`src/rtl/calc_disp_pkg.sv`:
```
// Shared calculator display types: FSM state encoding, segment word and blank pattern.
package calc_disp_pkg;

   typedef enum logic [2:0] {
      OP1_IN   = 3'b000,
      OP1_DONE = 3'b001,
      OP2_IN   = 3'b010,
      OP2_DONE = 3'b011,
      OPER     = 3'b100,
      RESULT   = 3'b101
   } calc_state_t;

   // {g,f,e,d,c,b,a}, active low
   typedef logic [6:0] seg7_t;

   localparam seg7_t SEG_OFF = 7'h7F;

endpackage

```
`src/rtl/hex_to_seg7.sv`:
```
// Combinational hex nibble to active-low 7-segment decoder, letters shown as A b C d E F.
module hex_to_seg7
   import calc_disp_pkg::*;
(
   input  logic [3:0] hex,
   output logic [6:0] seg
);

   seg7_t dec;

   always_comb begin
      dec = SEG_OFF;
      case (hex)
         4'h0: dec = 7'b1000000;
         4'h1: dec = 7'b1111001;
         4'h2: dec = 7'b0100100;
         4'h3: dec = 7'b0110000;
         4'h4: dec = 7'b0011001;
         4'h5: dec = 7'b0010010;
         4'h6: dec = 7'b0000010;
         4'h7: dec = 7'b1111000;
         4'h8: dec = 7'b0000000;
         4'h9: dec = 7'b0010000;
         4'hA: dec = 7'b0001000;
         4'hB: dec = 7'b0000011;
         4'hC: dec = 7'b1000110;
         4'hD: dec = 7'b0100001;
         4'hE: dec = 7'b0000110;
         4'hF: dec = 7'b0001110;
         default: dec = SEG_OFF;
      endcase
   end

   assign seg = dec;

endmodule

```
`src/rtl/display_scan_ctrl.sv`:
```
// Calculator display selector driving an N-digit multiplexed active-low 7-segment display
// with frame latching, leading-zero blanking and operand-entry blinking.
module display_scan_ctrl
   import calc_disp_pkg::*;
#(
   parameter int unsigned DATA_W       = 16,
   parameter int unsigned REFRESH_DIV  = 100000,
   parameter int unsigned BLINK_FRAMES = 250
) (
   input  logic                  clk,
   input  logic                  reset,
   input  logic [2:0]            state,
   input  logic [DATA_W-1:0]     op1,
   input  logic [DATA_W-1:0]     op2,
   input  logic [DATA_W-1:0]     operation,
   input  logic [DATA_W-1:0]     result,
   input  logic                  blank_lz,
   output logic [DATA_W-1:0]     display_value,
   output logic [DATA_W/4-1:0]   anodes_n,
   output logic [6:0]            segments_n
);

   localparam int unsigned N_DIGITS = DATA_W / 4;
   localparam int unsigned IDX_W    = (N_DIGITS > 1) ? $clog2(N_DIGITS) : 1;
   localparam int unsigned REF_W    = $clog2(REFRESH_DIV);
   localparam int unsigned BLK_W    = (BLINK_FRAMES > 1) ? $clog2(BLINK_FRAMES) : 1;

   logic [DATA_W-1:0]   sel_value;
   logic [DATA_W-1:0]   frame;
   logic [DATA_W-1:0]   upper;
   logic [IDX_W-1:0]    idx;
   logic [REF_W-1:0]    refresh_cnt;
   logic [BLK_W-1:0]    blink_cnt;
   logic                blink_phase;
   logic [2:0]          state_q;
   logic [3:0]          nibble;
   seg7_t               seg_dec;
   logic [N_DIGITS-1:0] digit_sel;
   logic                digit_tick;
   logic                scan_wrap;
   logic                state_changed;
   logic                lz_blank;
   logic                blink_blank;

   always_comb begin
      sel_value = '0;
      case (state)
         OP1_IN, OP1_DONE: sel_value = op1;
         OP2_IN, OP2_DONE: sel_value = op2;
         OPER:             sel_value = operation;
         RESULT:           sel_value = result;
         default:          sel_value = '0;
      endcase
   end

   always_comb begin
      digit_tick    = (refresh_cnt == REF_W'(REFRESH_DIV - 1));
      scan_wrap     = digit_tick && (idx == IDX_W'(N_DIGITS - 1));
      state_changed = (state != state_q);
      nibble        = frame[{idx, 2'b00} +: 4];
      // Digit is a leading zero when it and every more significant nibble are zero.
      upper         = frame >> {idx, 2'b00};
      lz_blank      = blank_lz && (idx != '0) && (upper == '0);
      // Suppress the stale phase on the cycle a state change clears it.
      blink_blank   = ((state == OP1_IN) || (state == OP2_IN)) && blink_phase && !state_changed;
      digit_sel     = '0;
      digit_sel[idx] = 1'b1;
   end

   hex_to_seg7 u_dec (
      .hex (nibble),
      .seg (seg_dec)
   );

   always_ff @(posedge clk) begin
      state_q <= state;
   end

   always_ff @(posedge clk) begin
      if (reset) begin
         display_value <= '0;
         frame         <= '0;
         idx           <= '0;
         refresh_cnt   <= '0;
         blink_cnt     <= '0;
         blink_phase   <= 1'b0;
         anodes_n      <= '1;
         segments_n    <= SEG_OFF;
      end else begin
         display_value <= sel_value;

         if (digit_tick) begin
            refresh_cnt <= '0;
            idx         <= (idx == IDX_W'(N_DIGITS - 1)) ? '0 : idx + 1'b1;
         end else begin
            refresh_cnt <= refresh_cnt + 1'b1;
         end

         if (scan_wrap) begin
            frame <= display_value;
         end

         if (state_changed) begin
            blink_cnt   <= '0;
            blink_phase <= 1'b0;
         end else if (scan_wrap) begin
            if (blink_cnt == BLK_W'(BLINK_FRAMES - 1)) begin
               blink_cnt   <= '0;
               blink_phase <= ~blink_phase;
            end else begin
               blink_cnt <= blink_cnt + 1'b1;
            end
         end

         if (lz_blank || blink_blank) begin
            anodes_n   <= '1;
            segments_n <= SEG_OFF;
         end else begin
            anodes_n   <= ~digit_sel;
            segments_n <= seg_dec;
         end
      end
   end

endmodule

```
`config.mk`:
```
export PLATFORM = sky130hd
export DESIGN_NAME = display_scan_ctrl
export DESIGN_NICKNAME = d
export VERILOG_FILES = /design/src/rtl/calc_disp_pkg.sv /design/src/rtl/hex_to_seg7.sv /design/src/rtl/display_scan_ctrl.sv
export SDC_FILE = /design/constraint.sdc
export NUM_CORES = 1
export LEC_CHECK = 0
export BUFFER_PORTS_ARGS = -buffer_cell sky130_fd_sc_hd__buf_2
export CORE_ASPECT_RATIO = 0.7
export CORE_MARGIN = 5
export CORE_UTILIZATION = 50
export CTS_CLUSTER_SIZE = 14
export DETAILED_ROUTE_END_ITERATION = 8
export HOLD_SLACK_MARGIN = 0.05
export PLACE_DENSITY = 0.73
export RECOVER_POWER = 25
export SLEW_MARGIN = 20
export SYNTH_ARGS = -nofsm -noshare
export SYNTH_HDL_FRONTEND = slang
export SYNTH_SLANG_ARGS = --single-unit
```
`constraint.sdc`:
```
create_clock -name clk -period 4.6 [get_ports clk]
set_input_delay 0.92 -clock clk [delete_from_list [all_inputs] [get_ports clk]]
set_output_delay 0.92 -clock clk [all_outputs]
set_load 0.01 [all_outputs]
```
==> flow_metrics.py, run 1 <==
metrics = {
    "clock_tree": {
        "clk_path_buf_depth": 2,
        "htree_levels": 3,
        "cts_tree": "built",
        "clock_latency_ns": 0.35,
        "cts-resized-gates": 0,
        "cts_hold_buf": 0,
        "numCtsBuffers": 9,
        "clkTransAtPathRegs_ns": 0.08,
        "root_buffer": "clkbuf_8",
        "cts_setup_buffers": 0,
        "clock-sinks": 74,
    },
    "sta": {
        "hold_viol": 0,
        "max_freq_mhz": 366,
        "finalSetupTns_ns": 0,
        "rsz0062_at_grt": "false",
        "fin_crit_ns": 2.73,
        "fin_worst_skew_ns": 0.00686,
        "fin_crit_sh_pct": 59.4,
        "tightest_slew_ns": 1.02,
        "timing.final.ws_setup_ns": 1.87,
        "slew-limit-headroom_pct": 31.8,
        "setup_viol": 0,
        "drv_slew": 0,
    },
    "floorplanning": {
        "core_area_um2": 7220,
        "dieWidth_um": 112,
        "row_count": 26,
        "start_util_pct": 50.6,
        "die_h_um": 81.5,
        "pin_count": 97,
        "die_area_um2": 9150,
    },
    "cells_and_area": {
        "fin_nets": 584,
        "most-common-layout-cells": "74 x dfxtp_1, 71 x buf_2, 39 x a21oi_1, 38 x nand3_1, 34 x o21ai_0",
        "drive_gt1_share_pct": 19.3,
        "layout.cells.non_filler": 605,
        "mostFrequentLayoutCell": "dfxtp_1",
        "syn2layout_area_growth_pct": 18.3,
        "n_antenna_cell": 0,
    },
    "synth": {
        "yosys.area_share.simple_pct": 24.6,
        "synth_warnings": 0,
        "ys_ff_latch": 74,
        "syn_avg_cell_area_um2": 8.64,
        "synth_compound_area_share_pct": 18.9,
        "mappedNetlistArea_um2": 3660,
        "syn-num-nets": 505,
        "synth_edf_count": 0,
        "yosys.area_share.xor_xnor_pct": 4.07,
        "ys_seq_area_share_pct": 40.5,
        "synthAdderAreaFrac_pct": 4.11,
        "synth_top_family_by_area": "simple AND/OR/NAND/NOR gates",
        "muxShareOfSynthArea_pct": 3.32,
        "netlist_instances": 423,
        "ys_types": 47,
        "synthArstFlopShare_pct": 0,
        "ys.flop_type": "dfxtp_1",
    },
    "setup_path": {
        "crit_fanout": 25,
        "arrival_ns": 3.01,
        "r2r.worst_path.cells": 5,
        "worstSetupEndpointType": "flop",
        "worstSetupPathType": "in -> reg",
        "crit_required_ns": 4.88,
        "start_kind": "input port",
        "worstReg2RegEnd": "blink_cnt[5]",
        "reg2reg_from": "idx[0]",
        "r2r_slack_ns": 1.95,
    },
    "routing": {
        "ant_nets": 0,
        "dr.pass1.iters": 5,
        "vias": 3417,
        "routedWlPerCell_um": 15.1,
        "drt_iter0_drc": 249,
        "viasPerCell": 5.65,
        "drc": 0,
        "wl_mm": 9.13,
    },
    "worst_hold_path": {
        "min_to": "frame[9]",
        "min_from": "display_value[9]",
        "hold_depth": 2,
        "hold_path.class": "reg -> reg",
    },
    "global_routing": {
        "grt_max_degree": 27,
        "grt_pass1_vias": 3268,
        "antenna_found_initial": 0,
        "grt_usage_pct": 20.8,
        "grt-ovfl-total": 0,
        "grt_pass1_wl_mm": 15.6,
    },
    "pwr": {
        "cellPowerDensity_nw_per_um2": 296,
        "ir_worst_vdd_mv": 0.147,
        "leakage_uw": 0.00160,
    },
    "placed_design": {
        "hpwl_mm": 6.77,
        "post-place-cells": 589,
        "pre_cts_ws_ns": 1.93,
        "io_buffers": 96,
        "gp_congestion": 0.947,
    },
    "job": {
        "maxCapViolCount": 0,
    },
    "outcome": {
        "outcome": "finished, final reports clean",
    },
}
[area by class of cell]
type | instances | area [um2]
clock buffer | 10 | 138
clock inverter | 6 | 66.3
fill | 682 | 2900
inverter | 11 | 41.3
multi-input combinational | 308 | 2010
sequential | 74 | 1480
tap | 98 | 123
timing repair buffer | 98 | 464
[how the worst max path moves through the flow]
stage	depth (start not counted)	from	end	slack, ns
CTS	5	idx[0]	blink_cnt[5]	1.97
global placement	5	state[1]	blink_cnt[4]	2.00
floorplan	5	state[1]	blink_cnt[4]	2.37
global route	5	state[2]	blink_cnt[4]	1.68
finish	5	state[2]	blink_cnt[4]	1.87
detailed placement	5	state[1]	blink_cnt[4]	1.93
[stage by stage]
step / cell area, um2 / total power, uW / util [%] / hold slack (ns)
after floorplan: 3660 / 733 / - / 0.426
after global placement: 4150 / 786 / 57.5 / 0.447
after detailed placement: 4150 / 788 / 57.5 / 0.469
after CTS: 4360 / 1290 / 60.3 / 0.476
after global routing: 4330 / 1340 / 59.9 / 0.500
final: 4330 / 1280 / 59.9 / 0.479
[per-layer routing]
layer  vias to the layer above  global-route usage (%)  wire [um]
li1                       1701                       -          -
met1                      1550                    27.9       4270
met2                       151                    32.2       3970
met3                        15                    6.11        759
met4                         0                    7.32        123
met5                         -                       0          0
[report_power, final]
group	internal, uW	switching (uW)	total, uW
combinational	49.0	56.8	106
sequential	655	8.99	664
clock	265	248	513
[synth_stat cells, types with 3 or more instances]
cell type | count | area [um2]
a21oi_1 | 39 | 195
a22oi_1 | 16 | 120
a311oi_1 | 3 | 26.3
and2_1 | 18 | 113
and4_1 | 5 | 43.8
buf_2 | 8 | 40.0
clkbuf_1 | 22 | 82.6
dfxtp_1 | 74 | 1480
ha_1 | 12 | 150
inv_1 | 11 | 41.3
mux4_2 | 4 | 90.1
nand2_1 | 12 | 45.0
nand2b_1 | 3 | 18.8
nand3_1 | 38 | 190
nand4_1 | 12 | 75.1
nor2_1 | 20 | 75.1
nor2b_1 | 17 | 106
nor3_1 | 3 | 15.0
nor3b_1 | 5 | 37.5
nor4_1 | 5 | 31.3
o21ai_0 | 34 | 170
o22ai_1 | 4 | 25.0
o31ai_1 | 4 | 30.0
or4_1 | 7 | 52.6
xnor2_1 | 5 | 43.8
xor2_1 | 12 | 105
[critical path: stages]
cell      delay (ns)
clkbuf_1        0.74
xor2_1          0.21
or4_1           0.60
or3_1           0.40
o22ai_1         0.13
[cell families after synthesis]
group / after synthesis
xor gates and xnor gates: 17
and+or+nand+nor: 157
muxes: 7
adders and majority gates: 12
AOI/OAI and AO/OA: 115
buffers and inverters: 41
DFF: 74
[sequential cells by signal, indices dropped and copies added, names as in the netlist]
register,cells
state_q,3
blink_phase,1
refresh_cnt,17
display_value,16
idx,2
segments_n,7
anodes_n,4
frame,16
blink_cnt,8
(Power assumes the default switching activity.)
==> run 2: changes to the inputs <==
clock period = 2.7 ns   (was 4.6 ns; I/O delays follow)
==> run 2 against run 1 <==
  * Combinational power grew 75%
  * Largest power group unchanged
  * Highest routed layer unchanged
  * Sequential share of layout area shrank 0.88 points
  * Largest cell class unchanged
  * Via count grew 0.91%
  * Critical endpoint is now segments_n[4]
==> flow_metrics.py, run 2 (same netlist as run 1, synthesis figures left out) <==
metrics = {
    "pwr": {
        "power_uw": 2280,
        "leakage_uw": 0.00168,
        "cellPowerDensity_nw_per_um2": 513,
        "ir_worst_vdd_mv": 0.268,
    },
    "sta": {
        "fin_crit_sh_pct": 82.9,
        "max_freq_mhz": 447,
        "slew-limit-headroom_pct": 43.5,
        "fin_worst_skew_ns": 0.00881,
        "timing.final.ws_setup_ns": 0.463,
        "drv_slew": 0,
        "hold_viol": 0,
        "setup_viol": 0,
        "tightest_slew_ns": 0.848,
        "finalSetupTns_ns": 0,
        "rsz0062_at_grt": "false",
        "fin_crit_ns": 2.24,
    },
    "placed_design": {
        "gp_congestion": 0.892,
        "io_buffers": 96,
        "hpwl_mm": 7.07,
        "pre_cts_ws_ns": 0.267,
    },
    "cells_and_area": {
        "n_antenna_cell": 0,
        "mostFrequentLayoutCell": "dfxtp_1",
        "syn2layout_area_growth_pct": 21.5,
        "fin_nets": 596,
        "drive_gt1_share_pct": 21.2,
        "regMostFlops": "refresh_cnt",
        "largest_reg_flops": 17,
        "top_regs": "refresh_cnt: 17 flops, display_value: 16 flops, frame: 16 flops",
        "most-common-layout-cells": "74 x dfxtp_1, 73 x buf_2, 39 x a21oi_1, 38 x nand3_1, 34 x o21ai_0",
    },
    "setup_path": {
        "r2r_slack_ns": 0.46,
        "crit_fanout": 7,
        "worstSetupPathType": "reg -> reg",
        "worstReg2RegEnd": "segments_n[4]",
        "reg2reg_from": "idx[0]",
        "crit_required_ns": 2.91,
        "start_kind": "flop",
        "crit_start": "idx[0]",
        "worstSetupEndpointType": "flop",
        "crit_chain": "mux4_2 > inv_1 > ha_1 > o2111a_1 > a221oi_2 > clkdlybuf4s18_2 > nand4_1",
        "slowest_stage": "mux4_2",
        "arrival_ns": 2.45,
        "crit_path_end": "segments_n[4]",
        "r2r.worst_path.cells": 7,
        "slowest_delay_ns": 0.42,
    },
    "floorplanning": {
        "start_util_pct": 50.6,
        "dieWidth_um": 112,
        "pin_count": 97,
        "core_area_um2": 7220,
        "row_count": 26,
        "die_area_um2": 9150,
        "die_h_um": 81.5,
    },
    "clock_tree": {
        "clkTransAtPathRegs_ns": 0.08,
        "root_buffer": "clkbuf_8",
        "cts-resized-gates": 0,
        "cts_tree": "built",
        "numCtsBuffers": 9,
        "clock-sinks": 74,
        "cts_setup_buffers": 0,
        "clock_latency_ns": 0.36,
        "clk_path_buf_depth": 2,
        "cts_hold_buf": 0,
        "htree_levels": 3,
    },
    "outcome": {
        "outcome": "finished, final reports clean",
    },
    "global_routing": {
        "grt_max_degree": 27,
        "grt_pass1_vias": 3273,
        "antenna_found_initial": 0,
        "grt-ovfl-total": 0,
        "grt_usage_pct": 20.5,
        "grt_pass1_wl_mm": 15.3,
    },
    "routing": {
        "vias": 3448,
        "drc": 0,
        "ant_nets": 0,
        "wl_mm": 9.35,
        "dr.pass1.iters": 5,
        "drt_iter0_drc": 257,
        "routedWlPerCell_um": 15.2,
        "viasPerCell": 5.59,
    },
    "job": {
        "maxCapViolCount": 0,
    },
    "worst_hold_path": {
        "hold_path.class": "in -> reg",
    },
}
[run 2: cell types whose count changed in the layout (fill, tap and decap cells not counted), sizes merged]
cell	before	now
buf	73	84
bufinv	1	2
clkbuf	35	34
clkdlybuf4s18	0	1
clkinv	2	3
clkinvlp	3	1
inv	11	12
[run 2: worst min-delay path by stage]
stage | from | to | cells past startpoint
detailed placement | refresh_cnt[0] | refresh_cnt[0] | 1
floorplan | refresh_cnt[0] | refresh_cnt[0] | 1
CTS | state[0] | state_q[0] | 1
finish | state[0] | state_q[0] | 1
global placement | refresh_cnt[0] | refresh_cnt[0] | 1
global route | state[0] | state_q[0] | 1
[run 2: final cells by class]
type | count | area, um2
Multi-Input combinational cell | 308 | 2020
Clock inverter | 7 | 103
Timing Repair Buffer | 110 | 552
Tap cell | 98 | 123
Inverter | 11 | 41.3
Fill cell | 678 | 2780
Clock buffer | 9 | 124
Sequential cell | 74 | 1480
[run 2: power by group]
part	switching, uW	internal, uW	total [uW]
Combinational	97.3	89.0	186
Sequential	14.8	1120	1130
Clock	431	527	959
[run 2: per-layer routing]
metal	global-route usage (%)	up-vias	routed length (um)
met5	0	-	0
met4	7.80	0	199
met3	6.19	23	674
met2	31.9	143	4100
met1	27.1	1555	4380
li1	-	1727	-
[run 2: critical path: cells and delay by family, from the launching register on]
kind | cells | cell delay (ns)
AO/OA/AOI/OAI | 2 | 0.57
buffers and inverters | 2 | 0.42
multiplexers | 1 | 0.42
flip-flops | 1 | 0.35
adder cells (fa/ha/maj) | 1 | 0.24
AND/OR/NAND/NOR | 1 | 0.09
[run 2: through the flow]
stage	std cells	instance area, um2	utilization (%)	hold WS, ns
final	617	4440	61.5	0.425
after global placement	600	4230	58.6	0.441
after CTS	617	4470	61.9	0.359
after global routing	617	4440	61.5	0.444
after detailed placement	601	4240	58.8	0.449
after floorplan	423	3660	-	0.426
==> run 3: changes to the inputs <==
CORE_UTILIZATION = 48   (was 50)
PLACE_DENSITY = 0.74   (was 0.73)
clock period = 1.9 ns   (was 2.7 ns; I/O delays follow)
==> run 3 against run 2 <==
  * Setup slack lost 0.39 ns
  * Via count rose by 4.7%
  * Worst hold slack lost 0.21 ns
  * Clock skew hardly changed
  * First-iteration DRC count rose by 30%
  * Wire length is 9.0% higher
  * Die area grew 3.7%
  * Combinational power up 50%
  * Final cell count increased by 3.1%
  * Global-route usage increased by 0.23 points
  * Sequential share of layout area is 1.6 points lower
  * Critical path type unchanged
  * Critical endpoint is now segments_n[3]
  * Largest cell class unchanged
  * Highest routed layer unchanged
==> flow_metrics.py, run 3 (same netlist as run 1, synthesis figures left out) <==
metrics = {
    "outcome": {
        "outcome": "finished, final reports clean",
    },
    "cells_and_area": {
        "regMostFlops": "refresh_cnt",
        "syn2layout_area_growth_pct": 28.0,
        "mostFrequentLayoutCell": "buf_2",
        "drive_gt1_share_pct": 25.8,
        "largest_reg_flops": 17,
        "top_regs": "refresh_cnt: 17 flops, display_value: 16 flops, frame: 16 flops",
        "fillCellCount": 668,
        "n_antenna_cell": 0,
        "most-common-layout-cells": "76 x buf_2, 73 x dfxtp_1, 39 x a21oi_1, 38 x nand3_1, 34 x o21ai_0",
        "utilization_pct": 63.7,
        "layout.cells.non_filler": 636,
        "fin_nets": 615,
    },
    "setup_path": {
        "crit_fanout": 4,
        "worstSetupPathType": "reg -> reg",
        "start_kind": "flop",
        "slowest_stage": "mux4_2",
        "r2r.worst_path.cells": 5,
        "timing.critical_path.buf_inv": 0,
        "worstSetupEndpointType": "flop",
        "crit_chain": "mux4_2 > ha_1 > mux2_2 > mux2i_1 > nand3_1",
        "arrival_ns": 2.07,
        "reg2reg_from": "idx[0]",
        "crit_required_ns": 2.14,
        "cp.depth": 5,
        "slowest_delay_ns": 0.55,
        "critical_path.top_delay_family": "multiplexers",
        "crit_start": "idx[0]",
    },
    "floorplanning": {
        "pin_count": 97,
        "die_h_um": 83.0,
        "start_util_pct": 49.7,
        "row_count": 26,
        "dieWidth_um": 114,
        "die_area_um2": 9490,
        "core_area_um2": 7350,
    },
    "sta": {
        "drv_slew": 0,
        "slew-limit-headroom_pct": 31.1,
        "fin_crit_sh_pct": 96.2,
        "rsz0062_at_grt": "true",
        "fin_crit_ns": 1.83,
        "fin_worst_skew_ns": 0.00850,
        "hold_viol": 0,
        "timing.final.ws_setup_ns": 0.0714,
        "setup_viol": 0,
        "max_freq_mhz": 547,
        "tightest_slew_ns": 1.03,
    },
    "placed_design": {
        "post-place-cells": 613,
        "gp_congestion": 0.925,
        "hpwl_mm": 7.39,
        "io_buffers": 96,
        "pre_cts_ws_ns": -0.204,
    },
    "clock_tree": {
        "htree_levels": 3,
        "clk_path_buf_depth": 2,
        "numCtsBuffers": 9,
        "clkTransAtPathRegs_ns": 0.08,
        "root_buffer": "clkbuf_8",
        "clock_latency_ns": 0.35,
        "cts_tree": "built",
        "cts_hold_buf": 0,
        "clock-sinks": 74,
    },
    "pwr": {
        "cellPowerDensity_nw_per_um2": 696,
        "leakage_uw": 0.00180,
        "ir_worst_vdd_mv": 0.565,
    },
    "global_routing": {
        "grt-ovfl-total": 0,
        "grt_usage_pct": 20.7,
        "antenna_found_initial": 0,
        "grt_max_degree": 24,
        "grt_pass1_vias": 3426,
        "grt_pass1_wl_mm": 16.3,
    },
    "routing": {
        "viasPerCell": 5.68,
        "routedWlPerCell_um": 16.0,
        "ant_nets": 0,
        "drc": 0,
        "vias": 3611,
        "drt_iter0_drc": 334,
        "dr.pass1.iters": 5,
        "wl_mm": 10.2,
    },
    "worst_hold_path": {
        "hold_path.class": "in -> reg",
        "min_from": "state[1]",
        "hold_depth": 1,
    },
    "job": {
        "maxCapViolCount": 0,
    },
}
run 3: final cells by class:
| type | instances | area [um2] | share of cell area (%) |
|---|---|---|---|
| multi-input cells | 309 | 2070 | 44.2 |
| clock buffers | 9 | 124 | 2.65 |
| flip-flops and latches | 74 | 1490 | 31.7 |
| well taps | 98 | 123 | 2.62 |
| repair buffers | 128 | 737 | 15.7 |
| inverters | 11 | 41.3 | 0.882 |
| clock inverters | 7 | 103 | 2.19 |
run 3: per-layer routing:
layer	up-vias	share of wire, %	GRT usage [%]
met5	-	0	0
met3	21	7.6	5.60
met1	1649	44	27.7
li1	1782	-	-
met4	0	1.6	6.80
met2	159	46	32.4
run 3: path summary, 6_finish.rpt:
kind                            slack [ns]             to
worst max-delay path                  0.07  segments_n[3]
worst min register to register        0.48      frame[10]
worst max register to register        0.07  segments_n[3]
worst min-delay path                  0.21     state_q[1]
run 3: timing repair:
action,CTS,global route
pin swaps,0,2
gates resized for setup,1,12
setup endpoints to repair,11,35
setup buffers,2,2
gates cloned,0,3
run 3: where the power goes:
part | leakage, uW | total (uW) | switching [uW] | internal (uW)
sequential | 0.000604 | 1610 | 23.3 | 1580
combinational | 0.00109 | 279 | 142 | 137
clock | 0.000110 | 1370 | 623 | 750
total | 0.00180 | 3260 | 788 | 2470
run 3: metrics by stage:
step	hold slack, ns	TNS [ns]	power (uW)	instance area, um2
after floorplan	0.408	0	1780	3690
after global placement	0.442	-1.13	1920	4350
after detailed placement	0.464	-1.96	1930	4350
after CTS	0.174	-0.00298	3290	4620
after global routing	0.204	-0.0479	3390	4680
final	0.214	0	3260	4680
